--- src/rtl/inv_round_key_sequencer.sv ---
// Inverse round-key sequencer: stores NR+1 AES round keys, then streams one
// decryption key pass, XOR-ing each accepted state beat with key[NR] down to key[0].
module inv_round_key_sequencer #(
  parameter  int unsigned NR = 10,
  localparam int unsigned DW = 128,
  localparam int unsigned RW = 4
) (
  input  logic          clk,
  input  logic          rst,
  input  logic          key_wr_en,
  input  logic [DW-1:0] key_wr_data,
  output logic          load_done,
  input  logic          start,
  input  logic          istate_valid,
  output logic          istate_ready,
  input  logic [DW-1:0] istate,
  output logic          ostate_valid,
  input  logic          ostate_ready,
  output logic [DW-1:0] ostate,
  output logic          ostate_last,
  output logic [RW-1:0] rnd,
  output logic          busy
);

  localparam logic [RW-1:0] LAST_IDX = RW'(NR);

  typedef enum logic [1:0] {
    S_LOAD  = 2'd0,
    S_IDLE  = 2'd1,
    S_RUN   = 2'd2,
    S_DRAIN = 2'd3
  } state_t;

  state_t        state;
  state_t        state_next;

  logic [DW-1:0] key_mem [NR+1];
  logic [RW-1:0] wr_ptr;

  logic          accept;
  logic          key_we;
  logic [RW-1:0] key_addr;
  logic          reload;
  logic          load_last;
  logic          start_pass;

  // Input side may only advance while running and the output slot is free or emptying.
  assign istate_ready = (state == S_RUN) && (!ostate_valid || ostate_ready);

  // Next-state decode and per-cycle control strobes.
  always_comb begin
    state_next = state;
    accept     = istate_valid && istate_ready;
    key_we     = 1'b0;
    key_addr   = wr_ptr;
    reload     = 1'b0;
    load_last  = 1'b0;
    start_pass = 1'b0;
    case (state)
      S_LOAD: begin
        if (key_wr_en) begin
          key_we = 1'b1;
          if (wr_ptr == LAST_IDX) begin
            load_last  = 1'b1;
            state_next = S_IDLE;
          end
        end
      end
      S_IDLE: begin
        // A key write restarts the load and wins over a same-cycle start.
        if (key_wr_en) begin
          key_we     = 1'b1;
          key_addr   = '0;
          reload     = 1'b1;
          state_next = S_LOAD;
        end else if (start) begin
          start_pass = 1'b1;
          state_next = S_RUN;
        end
      end
      S_RUN: begin
        if (accept && (rnd == '0)) begin
          state_next = S_DRAIN;
        end
      end
      S_DRAIN: begin
        if (ostate_valid && ostate_ready) begin
          state_next = S_IDLE;
        end
      end
      default: state_next = S_LOAD;
    endcase
  end

  // State register.
  always_ff @(posedge clk) begin
    if (rst) begin
      state <= S_LOAD;
    end else begin
      state <= state_next;
    end
  end

  // Key storage; contents survive reset but are treated as invalid until reloaded.
  always_ff @(posedge clk) begin
    if (!rst && key_we) begin
      key_mem[key_addr] <= key_wr_data;
    end
  end

  // Write pointer and load completion flag.
  always_ff @(posedge clk) begin
    if (rst) begin
      wr_ptr    <= '0;
      load_done <= 1'b0;
    end else begin
      if (reload) begin
        wr_ptr <= RW'(1);
      end else if (key_we) begin
        wr_ptr <= wr_ptr + RW'(1);
      end
      if (reload) begin
        load_done <= 1'b0;
      end else if (load_last) begin
        load_done <= 1'b1;
      end
    end
  end

  // Round index: starts at NR, steps down per accepted beat, saturates at 0.
  always_ff @(posedge clk) begin
    if (rst) begin
      rnd <= '0;
    end else if (start_pass) begin
      rnd <= LAST_IDX;
    end else if (accept && (rnd != '0)) begin
      rnd <= rnd - RW'(1);
    end
  end

  // Busy mirrors the RUN/DRAIN phase of the pass.
  always_ff @(posedge clk) begin
    if (rst) begin
      busy <= 1'b0;
    end else begin
      busy <= (state_next == S_RUN) || (state_next == S_DRAIN);
    end
  end

  // Single-entry output register; refills on the same cycle it drains.
  always_ff @(posedge clk) begin
    if (rst) begin
      ostate_valid <= 1'b0;
      ostate       <= '0;
      ostate_last  <= 1'b0;
    end else if (accept) begin
      ostate_valid <= 1'b1;
      ostate       <= istate ^ key_mem[rnd];
      ostate_last  <= (rnd == '0);
    end else if (ostate_ready) begin
      ostate_valid <= 1'b0;
    end
  end

  // A stalled output beat must hold its payload until it is taken.
  a_hold_stable: assert property (@(posedge clk) disable iff (rst)
    (ostate_valid && !ostate_ready) |=> (ostate_valid && $stable(ostate) && $stable(ostate_last)));

endmodule

--- config.mk ---
export PLATFORM = sky130hd
export DESIGN_NAME = inv_round_key_sequencer
export DESIGN_NICKNAME = d
export VERILOG_FILES = /design/src/rtl/inv_round_key_sequencer.sv
export SDC_FILE = /design/constraint.sdc
export NUM_CORES = 1
export LEC_CHECK = 0
export CORE_UTILIZATION = 30
export DETAILED_ROUTE_END_ITERATION = 16
export PLACE_DENSITY = 0.44
export SETUP_SLACK_MARGIN = 0.15
export SLEW_MARGIN = 20
export SYNTH_ARGS = -nofsm -noshare
export SYNTH_HDL_FRONTEND = slang
export SYNTH_SLANG_ARGS = --single-unit
--- constraint.sdc ---
create_clock -name clk -period 14.3 [get_ports clk]
set_input_delay 3.575 -clock clk [delete_from_list [all_inputs] [get_ports clk]]
set_output_delay 3.575 -clock clk [all_outputs]
set_load 0.01 [all_outputs]
==> run metrics, run 1 <==
crit-path max FO=3; part of the total power dissipated in the clock network=0.459; ANT nets after route=0; average footprint of a synthesized cell=15.2 sq um; utilization after layout=0.360; total count of max-transition violations in the final report=0; Power Internal=7630 uW; Port Buf Inserts=slightly below 400; yosys synthesis warning count=0; TritonCTS clock tree=done; fraction of the cycle the final worst path needs=0.625; Via Count=38800; Final Hold Viols=0; area share of xor/xnor cells in the synthesized design=0.000135; min Tclk post-route=8940 ps; Avg WL per Cell=25.9 um; delay contributed by the slowest stage of the critical path=540 ps; hold buffer count at CTS=0; share of synthesized area occupied by flip-flops and latches=0.698; crit path capture type=output pin; first-pass iteration count of the detailed router=6; number of DRC violations after detailed routing=0; number of global-route vias before repair=38800; DRT iter0 DRCs=2494; Lkg Pwr=0.0232 uW; number of antenna violations at the first check in global routing=26; post-CTS setup-driven buffer insertion count=0; Syn-to-layout area delta=19.3%; Worst Path Arrival=5360 ps; setup repair after global routing missed its margin=false; compound-cell area share of the yosys netlist=0.0764; Reg clk slew, reported paths=60 ps; area of the core=0.214 sq mm; multiplexer area fraction after synthesis=0.102; DIE WIDTH=roughly 470 um; top library cells by usage in the layout, fill and taps aside=1408 x edfxtp_1, 513 x mux2i_1, 396 x clkdlybuf4s50_1; weighted congestion reported at the end of routability-driven placement=about 0.71; Psw=2080 uW; Syn Inst Count=between 4000 and 5000; crit path kind=in -> out; maxcap violations=0; Max Root-Sink Buffers=3; Placement Rows=170; CTS buffer count=~180; placed wire-length estimate after detailed placement=108000 um; maximum ir drop on the vdd rail=120 uV; Rel. slew slack=0.254; CTS H-tree depth=4; detailed-route vias per instance=5.12; layout net count=4861; library cell used as clock root buffer=clkbuf_16; largest net degree at the start of global routing=123; die area=0.217 sq mm; Cell Area, Synth=between 0.06 and 0.07 sq mm; critical path launch point type=input pin; cell-by-cell listing of the critical path=clkdlybuf4s50_1 -> nor2b_1 -> nor2_1 -> buf_4 -> clkdlybuf4s50_1; Data required, critical path=10720 ps; ratio of cells with drive above 1 in the final layout=0.102; largest family of logic cells by synthesized area=multiplexers; multi-input gate area in the final layout=0.0176 sq mm; IO Pins=399; status=complete, no violations; Min-Delay Path Class=reg -> reg; portion of total power attributed to sequential cells=0.513; effective utilization at floorplan=0.301; Clock Skews=41.2 ps; Setup Viol. Count Final=0; routed wire length=196000 um; fill cell count=20400; net switching fraction of the power=0.214; wire length of the first global-routing pass=280000 um; all-layer global routing usage=0.177; Skew-Pair Late Insertion Delay=820 ps; share of power burned in combinational logic=0.028; Critical-path top delay cell=clkdlybuf4s50_1; GR Overflow Total=0; leading cell type in the layout, fill and taps excluded=edfxtp_1; cell type group with the largest total delay on the critical path=buffers and inverters; Worst Max-Slew Pin Slew=approximately 1100 ps; area share of and/or/nand/nor cells after synthesis=0.0912; CTS sink count=~1500; library cells used by synthesis=38; post-synth net total=about 4500; area occupied by registers=0.0451 sq mm; total negative slack=0 ps; # resized after CTS=0; Chip Height=between 400 and 500 um; register bit count reported by yosys=between 1500 and 2000; Worst Path Buf+Inv=3; pwr/cell area=126 mW/mm^2; adder and majority gate portion of the synthesized area=0.000581; maximum clock frequency=between 100 and 150 MHz; Most common cell on crit path=clkdlybuf4s50_1
## power groups by stage
stage          Sequential [uW]  Clock (uW)  Combinational [uW]
6_report                  4980        4450                 269
5_1_grt                   4980        4750                 292
4_1_cts                   4980        4580                 275
3_5_place_dp              5080           0                 274
3_3_place_gp              5080           0                 270
2_1_floorplan             5090           0                82.9
## worst min-delay path, stage by stage (launching register included)
cell and delay, ps:
dfxtp_1 310, nand2_1 60, a21oi_1 60
## worst paths after layout
check,start,to,slack [ps],cells past startpoint
worst min-delay path,ostate_last$_SDFFE_PP0P_,ostate_last$_SDFFE_PP0P_,480,2
worst min register to register,ostate_last$_SDFFE_PP0P_,ostate_last$_SDFFE_PP0P_,480,2
worst max-delay path,ostate_ready,istate_ready,5360,5
worst max register to register,rnd[0]$_SDFFE_PP0P_,ostate[4]$_SDFFE_PP0P_,8980,8
## metrics by stage
stage | cell area [sq um] | power (uW) | cells | setup WS (ps) | hold WS (ps)
finish | 77100 | 9710 | 7589 | 5360 | 479
global placement | 71400 | 5350 | 7255 | 5170 | 458
CTS | 77100 | 9830 | 7585 | 5220 | 480
floorplan | 64600 | 5170 | 4259 | 3700 | 481
global route | 77100 | 10000 | 7587 | 5270 | 496
detailed placement | 71400 | 5350 | 7256 | 5230 | 469
## synth_stat cells, drive strengths merged
cell / n / area, sq um
a211oi: 3 / 22.5
nor2: 149 / 559
o32a: 128 / 1280
o22ai: 256 / 1600
nand3: 132 / 661
xnor2: 1 / 8.76
nand4: 258 / 1610
o21ai: 4 / 20.0
and3b: 1 / 8.76
o21a: 1 / 7.51
or4b: 128 / 1280
a2111o: 1 / 11.3
a31o: 1 / 8.76
nor3: 7 / 35.0
o21bai: 128 / 961
a41oi: 1 / 8.76
nor2b: 131 / 820
inv: 133 / 499
nor3b: 1 / 7.51
nand2b: 131 / 820
a311oi: 2 / 17.5
or3: 2 / 12.5
nand2: 4 / 15.0
mux2: 129 / 1450
mux2i: 513 / 5130
and3: 1 / 6.26
a21oi: 8 / 40.0
dfxtp: 141 / 2820
edfxtp: 1408 / 42300
o211ai: 128 / 961
or3b: 2 / 17.5
ha: 3 / 37.5
nand3b: 5 / 37.5
buf: 187 / 1080
clkbuf: 131 / 492
## state kept, by name (all words and copies together) (netlist names), named ones only
register	cells
ostate_valid	1
load_done	1
wr_ptr	4
ostate_last	1
ostate	128
key_mem	1408
rnd	4
## kinds of logic after synthesis
group,count (synthesis)
buffers and inverters,451
flip-flops,1549
adder cells (fa/ha/maj),3
AO/OA/AOI/OAI,661
multiplexers,642
AND/OR/NAND/NOR,952
XOR/XNOR,1
## routing by layer
layer	wire [um]	share of wire	up-vias	track usage
met3	8420	0.043	293	0.0321
met2	94800	0.48	848	0.298
met5	148	0.00075	-	0
met1	88100	0.45	20000	0.233
li1	-	-	17600	-
met4	4870	0.025	22	0.0498
## area by class of cell
class / count / area share
Multi-Input combinational cell: 2259 / 0.228
Tap cell: 2838 / 0.0460
Inverter: 133 / 0.00647
Clock inverter: 90 / 0.0118
Sequential cell: 1549 / 0.585
Timing Repair Buffer: 477 / 0.0607
Antenna cell: 4 / 0.000130
Clock buffer: 239 / 0.0620
No activity file was read; power rests on OpenSTA's default activity.
==> run 2, diff against run 1 <==
--- a/config.mk
+++ b/config.mk
@@ -7,7 +7,7 @@
 export LEC_CHECK = 0
 export CORE_UTILIZATION = 30
 export DETAILED_ROUTE_END_ITERATION = 16
-export PLACE_DENSITY = 0.44
+export PLACE_DENSITY = 0.42
 export SETUP_SLACK_MARGIN = 0.15
 export SLEW_MARGIN = 20
 export SYNTH_ARGS = -nofsm -noshare
==> constraint.sdc (replaced) <==
create_clock -name clk -period 8.3 [get_ports clk]
set_input_delay 2.075 -clock clk [delete_from_list [all_inputs] [get_ports clk]]
set_output_delay 2.075 -clock clk [all_outputs]
set_load 0.01 [all_outputs]
==> run metrics, run 2 (same netlist as run 1, synthesis figures left out) <==
register with the most flip-flops=key_mem; total count of max-transition violations in the final report=0; Avg WL per Cell=25.6 um; Chip Height=466 um; Reg clk slew, reported paths=around 60 ps; Placement Rows=170; worst reg2reg path endpoint=ostate[58]$_SDFFE_PP0P_; first-pass iteration count of the detailed router=7; number of antenna violations at the first check in global routing=25; maximum ir drop on the vdd rail=204 uV; GR Overflow Total=0; max FFs per register=between 1000 and 1500; Min-Delay Path Class=reg -> reg; length in cells of the worst reg-to-reg path=7; post-route worst hold slack=459 ps; cell-by-cell listing of the critical path=clkdlybuf4s50_1 -> nor2b_1 -> nor2_1 -> clkdlybuf4s50_1; Worst Path Arrival=3340 ps; Lkg Pwr=0.0232 uW; routed wire length=194000 um; weighted congestion reported at the end of routability-driven placement=0.711; crit-path max FO=3; fill cell count=20400; hold path startpoint=ostate_last$_SDFFE_PP0P_; library cell used as clock root buffer=clkbuf_16; all-layer global routing usage=0.176; Port Buf Inserts=about 400; Placed Cells=7252; number of DRC violations after detailed routing=0; count of cells along the worst hold path=2; fraction of the cycle the final worst path needs=0.653; # resized after CTS=0; multi-input gate area in the final layout=0.0176 sq mm; ratio of cells with drive above 1 in the final layout=0.0990; post-CTS setup-driven buffer insertion count=0; Syn-to-layout area delta=19.4%; critical path launch point type=input pin; placed wire-length estimate after detailed placement=109000 um; setup repair after global routing missed its margin=false; status=complete, no violations; min Tclk post-route=around 5400 ps; largest registers=key_mem x1408, ostate x128; die area=between 0.2 and 0.25 sq mm; Worst Max-Slew Pin Slew=1040 ps; Power Internal=13100 uW; met2 wirelength from detailed routing=93800 um; largest net degree at the start of global routing=139; crit path kind=in -> out; DIE WIDTH=466 um; CTS buffer count=178; max layer used=met5; leading cell type in the layout, fill and taps excluded=edfxtp_1; Final Hold Viols=0; Psw=~3500 uW; Max Root-Sink Buffers=3; Rel. slew slack=0.304; Via Count=38800; net switching fraction of the power=0.211; Routed met3 length=8260 um; portion of total power attributed to sequential cells=0.515; Critical-path top delay cell=clkdlybuf4s50_1; Clock Skews=a little under 40 ps; hold endpoint=ostate_last$_SDFFE_PP0P_; Data required, critical path=6230 ps; part of the total power dissipated in the clock network=0.456; IO Pins=399; area occupied by registers=0.0451 sq mm; Skew-Pair Late Insertion Delay=820 ps; Setup Viol. Count Final=0; delay contributed by the slowest stage of the critical path=between 400 and 500 ps; number of global-route vias before repair=39000; worst flop-to-flop path startpoint=rnd[3]$_SDFFE_PP0P_; wire length of the first global-routing pass=279000 um; maxcap violations=0; worst reg2reg setup slack=roughly 4000 ps; share of power burned in combinational logic=0.028; hold buffer count at CTS=0; Most common cell on crit path=clkdlybuf4s50_1; CTS H-tree depth=4; final non-filler cell total=7593; top library cells by usage in the layout, fill and taps aside=1408 x edfxtp_1, 513 x mux2i_1, 396 x clkdlybuf4s50_1; TritonCTS clock tree=done; area of the core=0.214 sq mm; DRT iter0 DRCs=2360; crit path capture type=output pin; maximum clock frequency=185 MHz; ANT nets after route=0; layout net count=between 4000 and 5000; CTS sink count=1549; pwr/cell area=216 mW/mm^2; M1 wire length=88500 um; effective utilization at floorplan=0.301; detailed-route vias per instance=~5
## run 2: worst max path at each step
stage                            start                       end  slack [ps]  cells past startpoint
after floorplan                    rst   key_mem[6][0]$_DFFE_PP_        -800                      7
after global placement       key_wr_en   key_mem[2][6]$_DFFE_PP_        2850                      6
after detailed placement     key_wr_en  key_mem[7][20]$_DFFE_PP_        2880                      6
final                     ostate_ready              istate_ready        2880                      4
after CTS                 ostate_ready              istate_ready        2880                      4
after global routing      ostate_ready              istate_ready        2800                      4
## run 2: power by group through the flow
stage / logic (uW) / clock network (uW) / registers (uW)
6_report: 475 / 7600 / 8590
5_1_grt: 514 / 8110 / 8590
4_1_cts: 486 / 7840 / 8580
3_5_place_dp: 483 / 0 / 8750
3_3_place_gp: 480 / 0 / 8750
2_1_floorplan: 143 / 0 / 8760
## run 2: final cells by class
class / count / area share
flip-flops and latches: 1549 / 0.585
multi-input cells: 2259 / 0.228
clock buffers: 241 / 0.0622
repair buffers: 473 / 0.0622
well taps: 2838 / 0.0460
clock inverters: 91 / 0.0104
inverters: 133 / 0.00647
diodes: 9 / 0.000292
## run 2: metrics by stage
step / total power, uW / instance area [sq um] / worst slack [ps] / TNS, ps / util
floorplan: 8900 / 64600 / -799 / -997920 / -
global placement: 9230 / 71500 / 2850 / 0 / 0.334
detailed placement: 9230 / 71600 / 2880 / 0 / 0.334
CTS: 16900 / 77200 / 2880 / 0 / 0.360
global route: 17200 / 77200 / 2800 / 0 / 0.360
finish: 16700 / 77200 / 2880 / 0 / 0.360
## run 2: layer usage
metal / GRT usage / vias up
met2: 0.295 / 897
met3: 0.0284 / 242
met4: 0.0401 / 8
met1: 0.237 / 20000
li1: - / 17600
met5: 0 / -
## run 2: worst max-delay path, delay by kind of cell
kind                   cells  cell delay (ps)
AND/OR/NAND/NOR            2              330
buffers and inverters      2              930
